## config.mk

```make
export PLATFORM = sky130hd
export DESIGN_NAME = c16_audio_mix_flat
export DESIGN_NICKNAME = d
export VERILOG_FILES = /design/src/rtl/c16_audio_mix_if.sv /design/src/rtl/c16_audio_mix.sv /design/src/flat_wrapper.sv
export SDC_FILE = /design/constraint.sdc
export NUM_CORES = 1
export LEC_CHECK = 0
export BUFFER_PORTS_ARGS = -buffer_cell sky130_fd_sc_hd__buf_2
export CAP_MARGIN = 20
export CORE_ASPECT_RATIO = 2
export CORE_MARGIN = 1
export CORE_UTILIZATION = 50
export DETAILED_ROUTE_END_ITERATION = 12
export PLACE_DENSITY = 0.67
export SYNTH_ARGS = -nofsm -noshare
export SYNTH_HDL_FRONTEND = slang
export SYNTH_SLANG_ARGS = --single-unit
```

## constraint.sdc

```tcl
create_clock -name CLK28 -period 7.8 [get_ports CLK28]
set_input_delay 0.78 -clock CLK28 [delete_from_list [all_inputs] [get_ports CLK28]]
set_output_delay 0.78 -clock CLK28 [all_outputs]
set_load 0.03 [all_outputs]
```

## src/rtl/c16_audio_mix_if.sv

```systemverilog
// Channel inputs and mixed-sample outputs of the C16 audio mixer.
// The master side drives the channels; the slave side is the mixer.
interface c16_audio_mix_if #(
  parameter int unsigned CHANNELS = 4,
  parameter int unsigned IN_W     = 17,
  parameter int unsigned OUT_W    = 16
);
  logic [CHANNELS*IN_W-1:0] ch_in;
  logic [CHANNELS*4-1:0]    ch_gain;
  logic [CHANNELS-1:0]      ch_mute;
  logic [OUT_W-1:0]         sound;
  logic                     sample_valid;
  logic                     clip;
  logic                     period_ce;

  modport master (
    output ch_in, ch_gain, ch_mute,
    input  sound, sample_valid, clip, period_ce
  );

  modport slave (
    input  ch_in, ch_gain, ch_mute,
    output sound, sample_valid, clip, period_ce
  );
endinterface

```

## src/rtl/c16_audio_mix.sv

```systemverilog
// Time-multiplexed N-channel audio mixer: snapshot once per period, one MAC
// per clock, saturate to OUT_W and present a registered sample with strobe.
module c16_audio_mix #(
  parameter int unsigned CHANNELS = 4,
  parameter int unsigned IN_W     = 17,
  parameter int unsigned OUT_W    = 16,
  parameter int unsigned DIV      = 29
) (
  input  logic             CLK28,
  input  logic             RESET,
  c16_audio_mix_if.slave   bus
);
  localparam int unsigned PROD_W = IN_W + 5;
  localparam int unsigned ACC_W  = PROD_W + $clog2(CHANNELS);
  localparam int unsigned CNT_W  = (CHANNELS > 1) ? $clog2(CHANNELS) : 1;
  localparam int unsigned DIV_W  = $clog2(DIV);
  localparam logic signed [ACC_W-1:0] SAT_MAX = ACC_W'((64'sd1 <<< (OUT_W - 1)) - 64'sd1);
  localparam logic signed [ACC_W-1:0] SAT_MIN = ACC_W'(-(64'sd1 <<< (OUT_W - 1)));

  typedef enum logic [1:0] {S_IDLE, S_ACC, S_SAT} state_t;

  state_t                   state_q, state_d;
  logic [DIV_W-1:0]         div_q, div_d;
  logic [CNT_W-1:0]         k_q, k_d;
  logic signed [ACC_W-1:0]  acc_q, acc_d;
  logic [CHANNELS*IN_W-1:0] x_q, x_d;
  logic [CHANNELS*4-1:0]    g_q, g_d;
  logic [CHANNELS-1:0]      m_q, m_d;
  logic [OUT_W-1:0]         sound_q, sound_d;
  logic                     clip_q, clip_d;
  logic                     sample_valid_q, sample_valid_d;
  logic                     period_ce_q, period_ce_d;

  logic signed [IN_W-1:0]   x_sel;
  logic signed [4:0]        g_sel;
  logic signed [PROD_W-1:0] prod;
  logic signed [ACC_W-1:0]  term;

  always_ff @(posedge CLK28) begin
    if (RESET) begin
      state_q        <= S_IDLE;
      div_q          <= '0;
      k_q            <= '0;
      acc_q          <= '0;
      x_q            <= '0;
      g_q            <= '0;
      m_q            <= '0;
      sound_q        <= '0;
      clip_q         <= 1'b0;
      sample_valid_q <= 1'b0;
      period_ce_q    <= 1'b0;
    end else begin
      state_q        <= state_d;
      div_q          <= div_d;
      k_q            <= k_d;
      acc_q          <= acc_d;
      x_q            <= x_d;
      g_q            <= g_d;
      m_q            <= m_d;
      sound_q        <= sound_d;
      clip_q         <= clip_d;
      sample_valid_q <= sample_valid_d;
      period_ce_q    <= period_ce_d;
    end
  end

  always_comb begin
    state_d        = state_q;
    k_d            = k_q;
    acc_d          = acc_q;
    x_d            = x_q;
    g_d            = g_q;
    m_d            = m_q;
    sound_d        = sound_q;
    clip_d         = clip_q;
    sample_valid_d = 1'b0;
    div_d          = (div_q == DIV_W'(DIV - 1)) ? '0 : div_q + DIV_W'(1);
    period_ce_d    = (div_d == '0);

    // Gain is unsigned; a zero sign bit keeps the product signed-correct.
    x_sel = x_q[k_q*IN_W +: IN_W];
    g_sel = {1'b0, g_q[k_q*4 +: 4]};
    prod  = PROD_W'(x_sel) * PROD_W'(g_sel);
    term  = m_q[k_q] ? '0 : ACC_W'(prod >>> 3);

    case (state_q)
      S_IDLE: begin
        if (div_q == '0) begin
          x_d     = bus.ch_in;
          g_d     = bus.ch_gain;
          m_d     = bus.ch_mute;
          acc_d   = '0;
          k_d     = '0;
          state_d = S_ACC;
        end
      end
      S_ACC: begin
        acc_d = acc_q + term;
        k_d   = k_q + CNT_W'(1);
        if (k_q == CNT_W'(CHANNELS - 1)) state_d = S_SAT;
      end
      S_SAT: begin
        if (acc_q > SAT_MAX) begin
          sound_d = OUT_W'(SAT_MAX);
          clip_d  = 1'b1;
        end else if (acc_q < SAT_MIN) begin
          sound_d = OUT_W'(SAT_MIN);
          clip_d  = 1'b1;
        end else begin
          sound_d = acc_q[OUT_W-1:0];
          clip_d  = 1'b0;
        end
        sample_valid_d = 1'b1;
        state_d        = S_IDLE;
      end
      default: state_d = S_IDLE;
    endcase
  end

  assign bus.sound        = sound_q;
  assign bus.clip         = clip_q;
  assign bus.sample_valid = sample_valid_q;
  assign bus.period_ce    = period_ce_q;
endmodule

```

## src/flat_wrapper.sv

```systemverilog
// flat-port wrapper written by rule: the top's interface ports become plain ports
module c16_audio_mix_flat 
#(
  parameter int unsigned CHANNELS = 4,
  parameter int unsigned IN_W     = 17,
  parameter int unsigned OUT_W    = 16,
  parameter int unsigned DIV      = 29
)
  (CLK28, RESET, bus_ch_in, bus_ch_gain, bus_ch_mute, bus_sound, bus_sample_valid, bus_clip, bus_period_ce);
  c16_audio_mix_if #(.CHANNELS(CHANNELS), .IN_W(IN_W), .OUT_W(OUT_W)) bus_i ();
  input  logic CLK28;
  input  logic RESET;
  input wire logic [$bits(bus_i.ch_in)-1:0] bus_ch_in;
  input wire logic [$bits(bus_i.ch_gain)-1:0] bus_ch_gain;
  input wire logic [$bits(bus_i.ch_mute)-1:0] bus_ch_mute;
  output wire logic [$bits(bus_i.sound)-1:0] bus_sound;
  output wire logic [$bits(bus_i.sample_valid)-1:0] bus_sample_valid;
  output wire logic [$bits(bus_i.clip)-1:0] bus_clip;
  output wire logic [$bits(bus_i.period_ce)-1:0] bus_period_ce;
  assign bus_i.ch_in = bus_ch_in;
  assign bus_i.ch_gain = bus_ch_gain;
  assign bus_i.ch_mute = bus_ch_mute;
  assign bus_sound = bus_i.sound;
  assign bus_sample_valid = bus_i.sample_valid;
  assign bus_clip = bus_i.clip;
  assign bus_period_ce = bus_i.period_ce;
  c16_audio_mix #(.CHANNELS(CHANNELS), .IN_W(IN_W), .OUT_W(OUT_W), .DIV(DIV)) u_core (.CLK28(CLK28), .RESET(RESET), .bus(bus_i));
endmodule
```

After elaboration in Yosys (flattened, before gate mapping):

Cells that the tools add are included.
W data, S select, Z words.

* word-level logic and storage cells: 50
* bits of input ports: 90
* bits in registers: 140
* output and inout bits: 19

* shifts and indexed selects: 2
* $mul: 2
* $add $sub $neg: 3
* mux-type cells: 16
* equality and inequality tests: 6
* reduce and logical (&&, ||, !) cells: 7
* $lt $le $gt $ge: 3

Operators by type and width (count)
* $shiftx A68 B8 Y17: 1
* $mux W24: 2
* $pmux W24 S2: 1
* $mux W16: 2
* $add A24 B24 Y24: 1
* $gt A24 B16 Y1 const B: 1
* $lt A24 B16 Y1 const B: 1
* $mul A17 B5 Y22: 1
* $shiftx A16 B5 Y4: 1
* $logic_not A5 Y1: 2
* $pmux W2 S2: 2
* $mul A2 B5 Y7 const B: 1
* $mux W2: 3
* $reduce_and A2 Y1: 3
* $add A5 B1 Y5 const B: 1
* $eq A5 B5 Y1 const B: 1
* $mux W5: 1
* $eq A2 B2 Y1 const B: 2
* $mux W1: 4
* $ne A2 B1 Y1 const B: 2
* $lt A2 B3 Y1 const B: 1
* $add A2 B1 Y2 const B: 1
* $bmux W1 S2: 1
* $eq A2 B1 Y1 const B: 1
* other kinds (2): 2

Longest topological paths before layout:

* depth in word-level cells: 6
* depth in mapped cells: 32
* mapped depth without buffers: 30

Worst setup path after synthesis:

Ideal clock, no wire load.

* path kind: reg2reg
* start point: register u_core.k_q[0]
* end point: register u_core.acc_q[23]
* arrival time: 6.975 ns
* data required time: 7.680 ns
* path buffers: 3
* path slack: 0.705 ns
* period minus slack after synthesis: 7.095 ns
* stages on the path, launching flop included: 29
* cells stage by stage: dfxtp_1 -> buf_6 -> buf_2 -> clkbuf_1 -> mux4_2 -> and2_1 -> ha_1 -> fa_1 -> inv_1 -> fa_1 -> inv_1 -> ha_1 -> nand2_1 -> nor4_1 -> o21ai_0 -> a21oi_1 -> o21ai_0 -> a21oi_1 -> nor3_1 -> ha_1 -> a21o_1 -> a21o_1 -> a21o_1 -> a21o_1 -> o21bai_1 -> a221o_1 -> mux2_2 -> a21o_1 -> o31a_1

* word-level cells in the longest chain between the ends: 6
* elaborated cells between the ends (all ways): 9

Ends and longest elaborated chain
* start, declared: RTL line c16_audio_mix.sv:24 `logic [CNT_W-1:0] k_q, k_d;`
* start signal, assigned: RTL line c16_audio_mix.sv:55 `k_q <= k_d;`
* $mul A2 B5 Y7: RTL line c16_audio_mix.sv:81 `x_sel = x_q[k_q*IN_W +: IN_W];`
* $shiftx A68 B8 Y17: RTL line c16_audio_mix.sv:81
* $mul A17 B5 Y22: RTL line c16_audio_mix.sv:83 `prod = PROD_W'(x_sel) * PROD_W'(g_sel);`
* $mux W24 *: RTL line c16_audio_mix.sv:84 `term = m_q[k_q] ? '0 : ACC_W'(prod >>> 3);`
* $add A24 B24 Y24 *: RTL line c16_audio_mix.sv:98 `acc_d = acc_q + term;`
* $pmux W24 S2 *: RTL line c16_audio_mix.sv:86 `case (state_q)`
* end signal, assigned: RTL line c16_audio_mix.sv:44 `acc_q <= '0;`
* end signal, assigned: RTL line c16_audio_mix.sv:56 `acc_q <= acc_d;`
* end, declared: RTL line c16_audio_mix.sv:25 `logic signed [ACC_W-1:0] acc_q, acc_d;`

Every way passes the cells marked *; elsewhere a longest branch is shown, timed or not. The select of a mux whose other input is x is not followed.
A chain may end at the register's enable or synchronous reset.

Final worst setup path:

* start point: register u_core.k_q[1]
* end point: register u_core.acc_q[23]

The elaborated chain is that of the path after synthesis.

==> flow_summary.json <==
{
  "synth.distinct_cells": 61,
  "p_sw_w": 0.000641,
  "synth_top_cell_area_share_pct": 30.5,
  "max_freq_ghz": 0.138,
  "grtUsageTotal_pct": 22.9,
  "share_of_flip_flops_with_an_asynchronous_set_or_reset_after_synthesis_pct": 0,
  "route.detailed.vias_per_inst": 5.38,
  "clkSinkCount": 140,
  "clock_tree_from_tritoncts": "built",
  "grt_first_pass_wirelength_um": 35200,
  "post_cts_resized": 0,
  "slew_violations": 0,
  "synth-seq-area-share_pct": 30.5,
  "flop_and_latch_count_out_of_synthesis": 140,
  "final_layout_size_suffix_gt1_share_pct": 15.1,
  "non_filler_instance_count_after_layout": 1442,
  "num_io_pins": 109,
  "postSynth.topFlopCell": "dfxtp_1",
  "period_share_pct": 93.0,
  "required_ns": 8.11,
  "port-buffer-count": 108,
  "ys_top_cells_by_count": "nand2_1 (241), a21oi_1 (160), dfxtp_1 (140)",
  "share_clk_of_total_power_pct": 41.2,
  "synth-edff-count": 0,
  "route.antenna.remaining_nets": 0,
  "timing.clock.skew_ns": 0.0118,
  "detail_route.first_pass.iterations": 9,
  "seq_power_share_pct": 38.6,
  "regToRegSetupSlack_ns": 0.55,
  "post_synth_inst_count": 1134,
  "number_of_global_route_vias_before_repair": 7733,
  "flow.area_growth_from_synthesis_pct": 14.1,
  "design.die.area_um2": 18900,
  "tightest_slew_ns": 0.995,
  "power.ir.vdd_worst_mv": 0.199,
  "synthTopCellsByArea": "dfxtp_1 (31%), nand2_1 (9.9%), a21oi_1 (8.7%)",
  "power_switching_share_pct": 30.6,
  "outcome": "complete, but fails checks",
  "drt_iter0_markers": 193,
  "hold_viol_final": 0,
  "worst_setup_path_endpoint": "u_core.acc_q[23]",
  "hold_path_class": "reg -> reg",
  "internal_power_w": 0.00145,
  "postRouteWirelength_um": 20500,
  "cts.clk_slew.worst_paths_ns": 0.07,
  "cp_data_arrival_time_ns": 7.57,
  "cts_made_buffers": 17,
  "crit_path_max_fanout": 13,
  "placementRows": 69,
  "post-route-drc-count": 4,
  "setup_viol": 0,
  "cp-start-kind": "register",
  "post-synth-top-count-cell": "nand2_1",
  "placed_cell_area_um2": 9840,
  "setup_repair_after_global_routing_missed_its_margin": "no",
  "nFillCells": 1655,
  "totalNegativeSetupSlack_ns": 0,
  "nNetsFinal": 1405,
  "hold-worst-slack_ns": 0.447,
  "postSynthAreaPerCell_um2": 8.09,
  "die_h_um": 194,
  "vias": 7759,
  "cts-root-buf": "clkbuf_16",
  "hpwl_um": 15400,
  "post-synth-top-area-cell": "dfxtp_1",
  "slew-limit-headroom_pct": 33.7,
  "die-width_um": 97.8,
  "grt.overflow.total": 0,
  "total_leakage_power_nw": 4.83,
  "r2r-start": "u_core.k_q[1]",
  "setup.worst_path.start": "u_core.k_q[1]",
  "power-per-cell-area_nw_per_um2": 200,
  "regToRegEndpoint": "u_core.acc_q[23]",
  "synth.yosys.warnings": 0,
  "core_region_area_um2": 17900,
  "netlist_area_um2": 9180,
  "comb_power_share_pct": 20.2,
  "placedCellCount": 1409,
  "number_of_maximum_capacitance_constraint_violations": 0,
  "cts.repair_timing.setup_buffer_count": 0,
  "design_area_um2": 10500,
  "violations": "design-rule violations",
  "timing.reg2reg.worst_path_depth": 27,
  "holdBufCountCts": 0,
  "worst_setup_end_kind": "register",
  "globalplace.congestion": 0.797,
  "antenna_cells": 0,
  "synth_fp_nets": 1323,
  "cts.htree.levels": 4,
  "critical_path_class": "reg -> reg",
  "finalWorstPathRequiredPeriod_ns": 7.25,
  "clkLatencyLatePin_ns": 0.42,
  "grt_start_max_net_pins": 91,
  "max-clock-path-buffers": 2,
  "number_of_antenna_violations_at_the_first_check_in_global_routing": 0,
  "initial_utilization_pct": 51.3,
  "detail_route.wl_per_cell_um": 14.2
}
-- sequential cells by signal, indices dropped and copies added (netlist names), 2 cells and up --
name / flops
u_core.bus.sound: 16
u_core.x_q: 68
u_core.k_q: 2
u_core.acc_q: 24
u_core.div_q: 5
u_core.m_q: 4
u_core.g_q: 16
u_core.state_q: 2
-- power groups by stage --
stage	sequential [W]	clock [W]	combinational, W
detailed placement	0.000823	0	0.000427
finish	0.000808	0.000864	0.000424
global route	0.000815	0.000911	0.000482
floorplan	0.000809	0	0.000330
global placement	0.000821	0	0.000419
CTS	0.000808	0.000877	0.000429
-- cells by family after synthesis --
logic type               synth area share (%)
AND/OR/NAND/NOR                          21.6
AO/OA/AOI/OAI                            16.2
buffers and inverters                    6.23
flip-flops                               30.5
adder cells (fa/ha/maj)                  16.4
XOR/XNOR                                 3.34
multiplexers                             5.62
-- cells in the final DEF, fill, tap and decap left out, types with 3 or more instances in the layout --
| cell type | Yosys | final |
|---|---|---|
| a211o_1 | 3 | 3 |
| a211oi_1 | 3 | 3 |
| a21o_1 | 18 | 18 |
| a21oi_1 | 160 | 160 |
| a31oi_1 | 4 | 4 |
| and2_1 | 55 | 55 |
| and3_1 | 3 | 3 |
| buf_2 | 1 | 107 |
| buf_4 | 1 | 14 |
| bufinv_16 | 0 | 3 |
| clkbuf_16 | 0 | 17 |
| clkinvlp_4 | 0 | 3 |
| dfxtp_1 | 140 | 140 |
| fa_1 | 36 | 36 |
| ha_1 | 63 | 63 |
| inv_1 | 88 | 88 |
| inv_6 | 0 | 3 |
| mux4_2 | 21 | 21 |
| nand2_1 | 241 | 241 |
| nand2b_1 | 11 | 11 |
| nand3_1 | 26 | 26 |
| nand3b_1 | 3 | 3 |
| nor2_1 | 46 | 46 |
| nor2b_1 | 7 | 7 |
| nor3_1 | 8 | 8 |
| nor3b_1 | 3 | 3 |
| nor4_1 | 3 | 3 |
| o21a_1 | 5 | 5 |
| o21ai_0 | 36 | 36 |
| o21bai_1 | 7 | 7 |
| o22ai_1 | 4 | 4 |
| o31a_1 | 3 | 3 |
| or3_1 | 6 | 6 |
| xnor2_1 | 19 | 19 |
| xor2_1 | 16 | 16 |
-- worst min-delay path by stage --
| stage | slack (ns) | start | depth (start not counted) | to |
|---|---|---|---|---|
| after detailed placement | 0.44 | u_core.bus.sound[11] | 2 | u_core.bus.sound[11] |
| after global placement | 0.44 | u_core.bus.sound[10] | 2 | u_core.bus.sound[10] |
| after CTS | 0.45 | u_core.bus.sound[11] | 2 | u_core.bus.sound[11] |
| after floorplan | 0.43 | u_core.g_q[5] | 2 | u_core.g_q[5] |
| final | 0.45 | u_core.bus.sound[11] | 2 | u_core.bus.sound[11] |
| after global routing | 0.46 | u_core.bus.sound[13] | 2 | u_core.bus.sound[13] |
-- area by class of cell --
cell class	instances	area (µm²)	area share, %
sequential	140	2800	26.8
clock buffer	18	439	4.19
tap	213	267	2.54
multi-input combinational	847	5800	55.4
inverter	88	330	3.15
clock inverter	14	184	1.76
timing repair buffer	122	648	6.19
-- metrics by stage --
| step | setup slack, ns | utilization [%] | power, W |
|---|---|---|---|
| floorplan | 0.705 | - | 0.00114 |
| global placement | 0.693 | 55.1 | 0.00124 |
| detailed placement | 0.573 | 55.1 | 0.00125 |
| CTS | 0.529 | 58.6 | 0.00211 |
| global route | 0.0940 | 58.6 | 0.00221 |
| finish | 0.548 | 58.6 | 0.00210 |
-- per-layer routing --
metal | routed length, µm | global-route usage (%)
met1 | 8080 | 24.1
met2 | 11300 | 43.9
met3 | 484 | 3.18
met4 | 604 | 10.4
met5 | 0 | 0
-- worst max-delay path, cell delays in order, from the launching register on --
cell and delay (ns):
dfxtp_1 0.68, buf_4 0.22, mux4_2 0.54, and2_1 0.20, ha_1 0.18, inv_1 0.07
fa_1 0.45, fa_1 0.55, inv_1 0.04, ha_1 0.37, a21o_1 0.15, a21oi_1 0.09
o21bai_1 0.18, a21boi_0 0.17, o31a_1 0.37, o311ai_0 0.50, a21oi_1 0.16, xor2_1 0.15
nor2_1 0.06, ha_1 0.34, a21o_1 0.18, a21o_1 0.18, a21o_1 0.21, o21bai_1 0.24
a221o_1 0.32, mux2_2 0.28, a21o_1 0.17, o31a_1 0.09
(Power assumes the default switching activity.)
